`config.mk`:
```
export PLATFORM = sky130hd
export DESIGN_NAME = mem_stage_access_unit
export DESIGN_NICKNAME = d
export VERILOG_FILES = /design/src/rtl/mem_stage_access_unit.sv
export SDC_FILE = /design/constraint.sdc
export NUM_CORES = 1
export LEC_CHECK = 0
export ABC_AREA = 1
export BUFFER_PORTS_ARGS = -buffer_cell sky130_fd_sc_hd__buf_2
export CORE_UTILIZATION = 39
export CTS_BUF_LIST = sky130_fd_sc_hd__clkbuf_2 sky130_fd_sc_hd__clkbuf_4 sky130_fd_sc_hd__clkbuf_8
export CTS_CLUSTER_SIZE = 30
export DETAILED_ROUTE_END_ITERATION = 12
export GPL_ROUTABILITY_DRIVEN = 0
export GPL_TIMING_DRIVEN = 0
export PLACE_DENSITY = 0.73
export SYNTH_ARGS = -nofsm -noshare
export SYNTH_HDL_FRONTEND = slang
export SYNTH_SLANG_ARGS = --single-unit
```
`constraint.sdc`:
```
create_clock -name clk -period 1.7 [get_ports clk]
set_clock_uncertainty 0.15 [all_clocks]
set_input_delay 0 -clock clk [delete_from_list [all_inputs] [get_ports clk]]
set_output_delay 0 -clock clk [all_outputs]
set_load 0.01 [all_outputs]
```
`src/rtl/mem_stage_access_unit.sv`:
```
// -----------------------------------------------------------------------------
// mem_stage_access_unit
//
// MEM pipeline stage. Consumes the EX/MEM register bundle, resolves branches
// combinationally, runs load/store accesses to data memory over a req/ack
// handshake that may last several cycles, stalls the front of the pipeline
// while an access is outstanding, and drives the MEM/WB register.
//
// Ports
//   clk, reset                 rising-edge clock, synchronous active-high reset
//   EX_MEM_*                   EX/MEM register contents (WB/M controls, branch
//                              target, ALU result, store data, dest reg, zero)
//   mem_ack, mem_rdata         memory completion pulse and load data
//   mem_req, mem_we,
//   mem_addr, mem_wdata        registered memory request (word-aligned address)
//   PCSrc, branch_target       combinational branch decision and target
//   stall                      freezes PC, IF/ID, ID/EX and EX/MEM
//   mem_error                  sticky: access timed out or was misaligned
//   MEM_WB_*                   registered MEM/WB contents for write-back
// -----------------------------------------------------------------------------
module mem_stage_access_unit #(
   parameter int TIMEOUT = 16,  // max WAIT cycles without ack (1..255)
   parameter int CNT_W   = 8
) (
   input  logic        clk,
   input  logic        reset,
   input  logic [1:0]  EX_MEM_WB,
   input  logic [2:0]  EX_MEM_M,
   input  logic [31:0] EX_MEM_branch_address,
   input  logic [31:0] EX_MEM_alu_result,
   input  logic [31:0] EX_MEM_read_data_2,
   input  logic [4:0]  EX_MEM_write_address,
   input  logic        EX_MEM_zero_flag,
   input  logic        mem_ack,
   input  logic [31:0] mem_rdata,
   output logic        mem_req,
   output logic        mem_we,
   output logic [31:0] mem_addr,
   output logic [31:0] mem_wdata,
   output logic        PCSrc,
   output logic [31:0] branch_target,
   output logic        stall,
   output logic        mem_error,
   output logic [1:0]  MEM_WB_WB,
   output logic [31:0] MEM_WB_read_data,
   output logic [31:0] MEM_WB_alu_result,
   output logic [4:0]  MEM_WB_write_address
);

   typedef enum logic [1:0] {S_IDLE, S_WAIT, S_DONE} state_t;

   localparam logic [CNT_W-1:0] CNT_LAST = CNT_W'(TIMEOUT - 1);

   state_t            state_q, state_d;
   logic [CNT_W-1:0]  cnt_q, cnt_d;
   logic [31:0]       rbuf_q, rbuf_d;
   logic              mem_req_q, mem_req_d;
   logic              mem_we_q, mem_we_d;
   logic [31:0]       mem_addr_q, mem_addr_d;
   logic [31:0]       mem_wdata_q, mem_wdata_d;
   logic              mem_error_q, mem_error_d;
   logic [1:0]        wb_ctl_q, wb_ctl_d;
   logic [31:0]       wb_rdata_q, wb_rdata_d;
   logic [31:0]       wb_alu_q, wb_alu_d;
   logic [4:0]        wb_waddr_q, wb_waddr_d;

   logic access;

   assign access = EX_MEM_M[1] | EX_MEM_M[0];

   // Branch resolution is independent of the memory handshake.
   assign PCSrc         = EX_MEM_M[2] & EX_MEM_zero_flag;
   assign branch_target = EX_MEM_branch_address;

   // DONE does not stall: EX/MEM advances on that edge, so the finished
   // operation is gone before the FSM is back in IDLE.
   assign stall = ((state_q == S_IDLE) && access) || (state_q == S_WAIT);

   // Access FSM and memory request registers.
   always_comb begin
      // NOTE: every variable gets a default first so no path can infer a latch.
      state_d     = state_q;
      cnt_d       = cnt_q;
      rbuf_d      = rbuf_q;
      mem_req_d   = mem_req_q;
      mem_we_d    = mem_we_q;
      mem_addr_d  = mem_addr_q;
      mem_wdata_d = mem_wdata_q;
      mem_error_d = mem_error_q;

      case (state_q)
         S_IDLE: begin
            if (access) begin
               mem_req_d   = 1'b1;
               mem_we_d    = EX_MEM_M[0];  // write wins when both bits are set
               mem_addr_d  = {EX_MEM_alu_result[31:2], 2'b00};
               mem_wdata_d = EX_MEM_read_data_2;
               cnt_d       = '0;
               state_d     = S_WAIT;
               // Misalignment is flagged but the aligned word is still accessed.
               if (EX_MEM_alu_result[1:0] != 2'b00) mem_error_d = 1'b1;
            end
         end
         S_WAIT: begin
            if (mem_ack) begin
               mem_req_d = 1'b0;
               rbuf_d    = mem_we_q ? 32'd0 : mem_rdata;
               state_d   = S_DONE;
            end else if (cnt_q == CNT_LAST) begin
               mem_req_d   = 1'b0;
               rbuf_d      = 32'd0;
               mem_error_d = 1'b1;
               state_d     = S_DONE;
            end else begin
               cnt_d = cnt_q + CNT_W'(1);
            end
         end
         S_DONE:  state_d = S_IDLE;
         default: state_d = S_IDLE;
      endcase
   end

   // MEM/WB register: bubble the controls while stalled, hold the data fields.
   always_comb begin
      wb_ctl_d   = wb_ctl_q;
      wb_rdata_d = wb_rdata_q;
      wb_alu_d   = wb_alu_q;
      wb_waddr_d = wb_waddr_q;

      if (stall) begin
         wb_ctl_d = 2'b00;
      end else begin
         wb_ctl_d   = EX_MEM_WB;
         wb_alu_d   = EX_MEM_alu_result;
         wb_waddr_d = EX_MEM_write_address;
         wb_rdata_d = (state_q == S_DONE) ? rbuf_q : 32'd0;
      end
   end

   always_ff @(posedge clk) begin
      // NOTE: state is updated with non-blocking assignments so every flop
      // samples the pre-edge values regardless of statement order.
      if (reset) begin
         state_q     <= S_IDLE;
         cnt_q       <= '0;
         rbuf_q      <= '0;
         mem_req_q   <= 1'b0;
         mem_we_q    <= 1'b0;
         mem_addr_q  <= '0;
         mem_wdata_q <= '0;
         mem_error_q <= 1'b0;
         wb_ctl_q    <= '0;
         wb_rdata_q  <= '0;
         wb_alu_q    <= '0;
         wb_waddr_q  <= '0;
      end else begin
         state_q     <= state_d;
         cnt_q       <= cnt_d;
         rbuf_q      <= rbuf_d;
         mem_req_q   <= mem_req_d;
         mem_we_q    <= mem_we_d;
         mem_addr_q  <= mem_addr_d;
         mem_wdata_q <= mem_wdata_d;
         mem_error_q <= mem_error_d;
         wb_ctl_q    <= wb_ctl_d;
         wb_rdata_q  <= wb_rdata_d;
         wb_alu_q    <= wb_alu_d;
         wb_waddr_q  <= wb_waddr_d;
      end
   end

   assign mem_req              = mem_req_q;
   assign mem_we               = mem_we_q;
   assign mem_addr             = mem_addr_q;
   assign mem_wdata            = mem_wdata_q;
   assign mem_error            = mem_error_q;
   assign MEM_WB_WB            = wb_ctl_q;
   assign MEM_WB_read_data     = wb_rdata_q;
   assign MEM_WB_alu_result    = wb_alu_q;
   assign MEM_WB_write_address = wb_waddr_q;

endmodule

```
## Yosys cells after proc, flatten, opt, wreduce, memory -nomap -nowiden

Cells that the tools add are included.

- Word-level logic and storage cells: 58
- Flip-flop bits (word level): 178
- Output and inout port bits: 172
- Input port bits: 142

- Reductions and logical operators: 13
- Add/subtract/negate cells: 1
- Bitwise operators: 2
- Equality and inequality tests: 9
- Muxes and demuxes: 21

Operators by type and width:

| kind | count |
|---|---|
| 2-to-1 mux 32 bit | 4 |
| 2-to-1 mux 8 bit | 3 |
| one-hot mux 8 bit (2 select lines) | 1 |
| adder 8 x 1 -> 8 bit (second input constant) | 1 |
| equality test 8 x 4 -> 1 bit (second input constant) | 1 |
| 2-to-1 mux 1 bit | 7 |
| 2-to-1 mux 2 bit | 3 |
| != test 2 bit (second input constant) | 3 |
| AND reduction 2 bit | 3 |
| nonzero test 2 bit | 3 |
| AND reduction 5 bit | 1 |
| != test 2 x 1 -> 1 bit (second input constant) | 2 |
| one-hot mux 1 bit (2 select lines) | 2 |
| one-hot mux 2 bit (2 select lines) | 1 |
| AND reduction 4 bit | 1 |
| != test 3 x 2 -> 1 bit (second input constant) | 1 |
| AND reduction 3 bit | 1 |
| equality test 2 x 1 -> 1 bit (second input constant) | 1 |
| equality test 2 bit (second input constant) | 1 |
| logical NOT 2 bit | 1 |
| OR reduction 2 bit | 1 |
| AND 1 bit | 1 |
| logical AND 1 bit | 1 |
| logical OR 1 bit | 1 |
| bitwise OR 1 bit | 1 |

## Depth between registers and ports, before layout

- Depth after elaboration: 4
- Gate-level depth with buffers: 9
- Mapped depth without buffers: 8

## Worst setup path after synthesis

No wires, ideal clock.

- Path kind: register -> register
- Start: register cnt_q[0]
- End: register rbuf_q[10]
- Clock period less this slack: 1,640 ps
- Cell stages (with the launch flop): 10
- Buffers on the path: 1
- Data required time: 1,418 ps
- Data arrival time: 1,358 ps
- Library setup time: 132 ps
- Slack: 60 ps
- Cell sequence: dfxtp_1 ha_1 nand2_1 nor2_1 nand3_2 nand2_1 inv_2 buf_4 nand2_1 a21oi_1

- Word-level cells in the longest chain between the ends: 3

Ends and longest elaborated chain:

| item | line | RTL |
|---|---|---|
| start: declaration | 55 | `logic [CNT_W-1:0] cnt_q, cnt_d;` |
| start signal: assignment | 158 | `cnt_q <= cnt_d;` |
| equality test 8 x 4 -> 1 bit | 109 | `end else if (cnt_q == CNT_LAST) begin` |
| nonzero test 2 bit (no source line) | -- |  |
| AND reduction 2 bit (no source line) | -- |  |
| end signal: assignment | 159 | `rbuf_q <= rbuf_d;` |
| end: declaration | 56 | `logic [31:0] rbuf_q, rbuf_d;` |

Every way passes these cells.
A chain may end at the register's enable or synchronous reset.

## Worst setup path after layout

- Start: register cnt_q[1]
- End: register rbuf_q[5]

Same word-level chain as after synthesis.

==> impl_metrics.tcl <==
set metrics [dict create \
    cts-buffers-inserted 17 \
    port_buffers 278 \
    area_delta_synth_final_pct 52.2 \
    cts-htree-levels 4 \
    synth_edf_count 0 \
    cts_tree "done" \
    leakage_nw 4.74 \
    drt_first_iter_violations 467 \
    clock_latency_ns 0.45 \
    power.density_mw_per_mm2 967 \
    clock_path_buffers 2 \
    status "completed" \
    syn_avg_cell_area_um2 7.77 \
    grt.total_usage 0.242 \
    start_util 0.401 \
    overflow 0 \
    final_cell_mix "295 x buf_2, 206 x nor2_1, 174 x dfxtp_1" \
    hpwl_mm 14.5 \
    worst_hold_path_type "input pin to output pin" \
    final_cells 1520 \
    routed_wl_mm 22.0 \
    max_slew.worst_pin.slew_ns 0.520 \
    final_nets 1430 \
    crit_arrival_ns 1.84 \
    ir_drop_mv 0.649 \
    layout-drive-gt1-share 0.329 \
    syn_area_mm2 0.00668 \
    antennaDiodeCount 0 \
    fin_crit_sh 0.982 \
    grt_pass1_vias 6945 \
    finalHoldViolations 0 \
    final_area_mm2 0.0102 \
    coreArea_mm2 0.0166 \
    finalCriticalPeriod_ns 1.67 \
    path_max_fanout 10 \
    ys_ff_latch 178 \
    ff2ff_setup_slack_ns 0.03 \
    crit_chain "ha_4 > nand2_2 > nor2_4 > nand3_4 > nand2_4 > inv_2 > buf_4 > nand2_1 > a21oi_1" \
    yosys_warnings 0 \
    row_count 47 \
    ys.flop_type "dfxtp_1" \
    die-area_mm2 0.0177 \
    root_buffer "clkbuf_8" \
    place_area_mm2 0.00835 \
    cpPeakStageDelay_ns 0.38 \
    crit_type "register to register" \
    async_reset_ff_frac 0 \
    ant_nets 0 \
    place_inst 1359 \
    cts.sinks 178 \
    slew_headroom 0.653 \
    power.total_mw 9.83 \
    startpoint_type "register" \
    layout.cells.most_common "buf_2" \
    required_ns 1.87 \
    vias_per_cell 4.79 \
    drc 0 \
    die-height_um 133 \
    post-route-util 0.611 \
    fmax_mhz 599 \
    worst-path-buf-inv 2 \
    slowest_stage "dfxtp_2" \
    wl_per_cell_um 14.5 \
    ios 314 \
    vias 7279 \
    grt_max_degree 18 \
    drv_slew 0 \
    antenna_found_initial 0 \
    max_cap_violations 0 \
    clkTransAtPathRegs_ns 0.09 \
    fp.dieW_um 133 \
    rsz0062_at_grt "yes" \
    tns_ns 0 \
    cp-end-kind "register" \
    path_delay_family "simple AND/OR/NAND/NOR gates" \
    synth.distinct_cells 27 \
    drt_pre_antenna_iters 7 \
    postSynthCellCount 860 \
    setup_violations 0 \
    synth-seq-area-share 0.533 \
    grt_pass1_wl_mm 33.9 \
]
-- kinds of logic after synthesis --
| logic type | synth area share |
|---|---|
| AND/OR/NAND/NOR | 0.240 |
| flip-flops | 0.533 |
| AO/OA/AOI/OAI | 0.133 |
| buffers and inverters | 0.0891 |
| XOR/XNOR | 0.00262 |
| adder cells (fa/ha/maj) | 0.00187 |
| other | 0.000561 |
-- layout make-up --
type / count / area [µm²]
Fill cell: 1467 / 6480
Sequential cell: 178 / 3580
Timing Repair Buffer: 408 / 2660
Multi-Input combinational cell: 576 / 2600
Buffer: 88 / 563
Tap cell: 220 / 275
Clock buffer: 17 / 234
Clock inverter: 15 / 191
Inverter: 18 / 70.1
-- final timing paths --
| check | from | to | cells after the start |
|---|---|---|---|
| worst max-delay path | cnt_q[1] | rbuf_q[5] | 9 |
| worst min-delay path | EX_MEM_branch_address[4] | branch_target[4] | 2 |
| worst max register to register | cnt_q[1] | rbuf_q[5] | 9 |
| worst min register to register | rbuf_q[12] | rbuf_q[12] | 2 |
-- routing by layer --
metal / wire length (µm) / global-route usage
met1: 8900 / 0.279
met2: 11200 / 0.429
met3: 1490 / 0.0602
met4: 395 / 0.0920
met5: 0 / 0
-- per-stage QoR --
stage,hold slack [ns],worst slack (ns)
after global placement,0.0340,-0.186
after CTS,0.0339,0.000714
after detailed placement,0.0341,-0.200
after global routing,0.0366,-0.0747
after floorplan,-0.0609,0.0600
final,0.0328,0.0308
-- cell usage after synthesis, types with 2 or more instances --
| cell | number | area, µm² |
|---|---|---|
| buf_4 | 40 | 300 |
| o21ai_1 | 4 | 20.0 |
| clkbuf_1 | 24 | 90.1 |
| buf_6 | 2 | 22.5 |
| nand3_1 | 44 | 220 |
| a21oi_1 | 71 | 355 |
| nand2_2 | 3 | 18.8 |
| nand2_1 | 124 | 465 |
| nor3b_1 | 3 | 22.5 |
| o21ai_0 | 99 | 495 |
| dfxtp_1 | 178 | 3560 |
| nor2_1 | 213 | 800 |
| inv_1 | 12 | 45.0 |
| nand4_1 | 2 | 12.5 |
| inv_2 | 6 | 22.5 |
| xor2_1 | 2 | 17.5 |
| buf_2 | 23 | 115 |
-- power by group --
part	internal (mW)	switching (mW)
combinational	0.910	1.12
sequential	4.49	0.171
clock	1.50	1.64
total	6.90	2.93
-- sequential cells by signal (all words and copies together), names as in the netlist, 2 cells and up --
signal                count
cnt_q                     8
state_q                   2
mem_wdata                32
rbuf_q                   32
MEM_WB_alu_result        32
MEM_WB_WB                 2
MEM_WB_read_data         32
MEM_WB_write_address      5
mem_addr                 30
-- repair_timing --
item,4_1_cts,5_1_grt
buffers inserted,11,8
hold buffers,111,0
gates resized for setup,15,38
endpoints found under the hold margin,146,0
endpoints found under the setup margin,129,122
pin swaps,6,7
-- worst reg2reg max path, stage by stage, from the launching register on --
cell and delay, ns:
dfxtp_2 0.38, ha_4 0.16, nand2_2 0.08, nor2_4 0.16, nand3_4 0.13, nand2_4 0.10
inv_2 0.07, buf_4 0.18, nand2_1 0.07, a21oi_1 0.06
No activity file was read; power rests on OpenSTA's default activity.
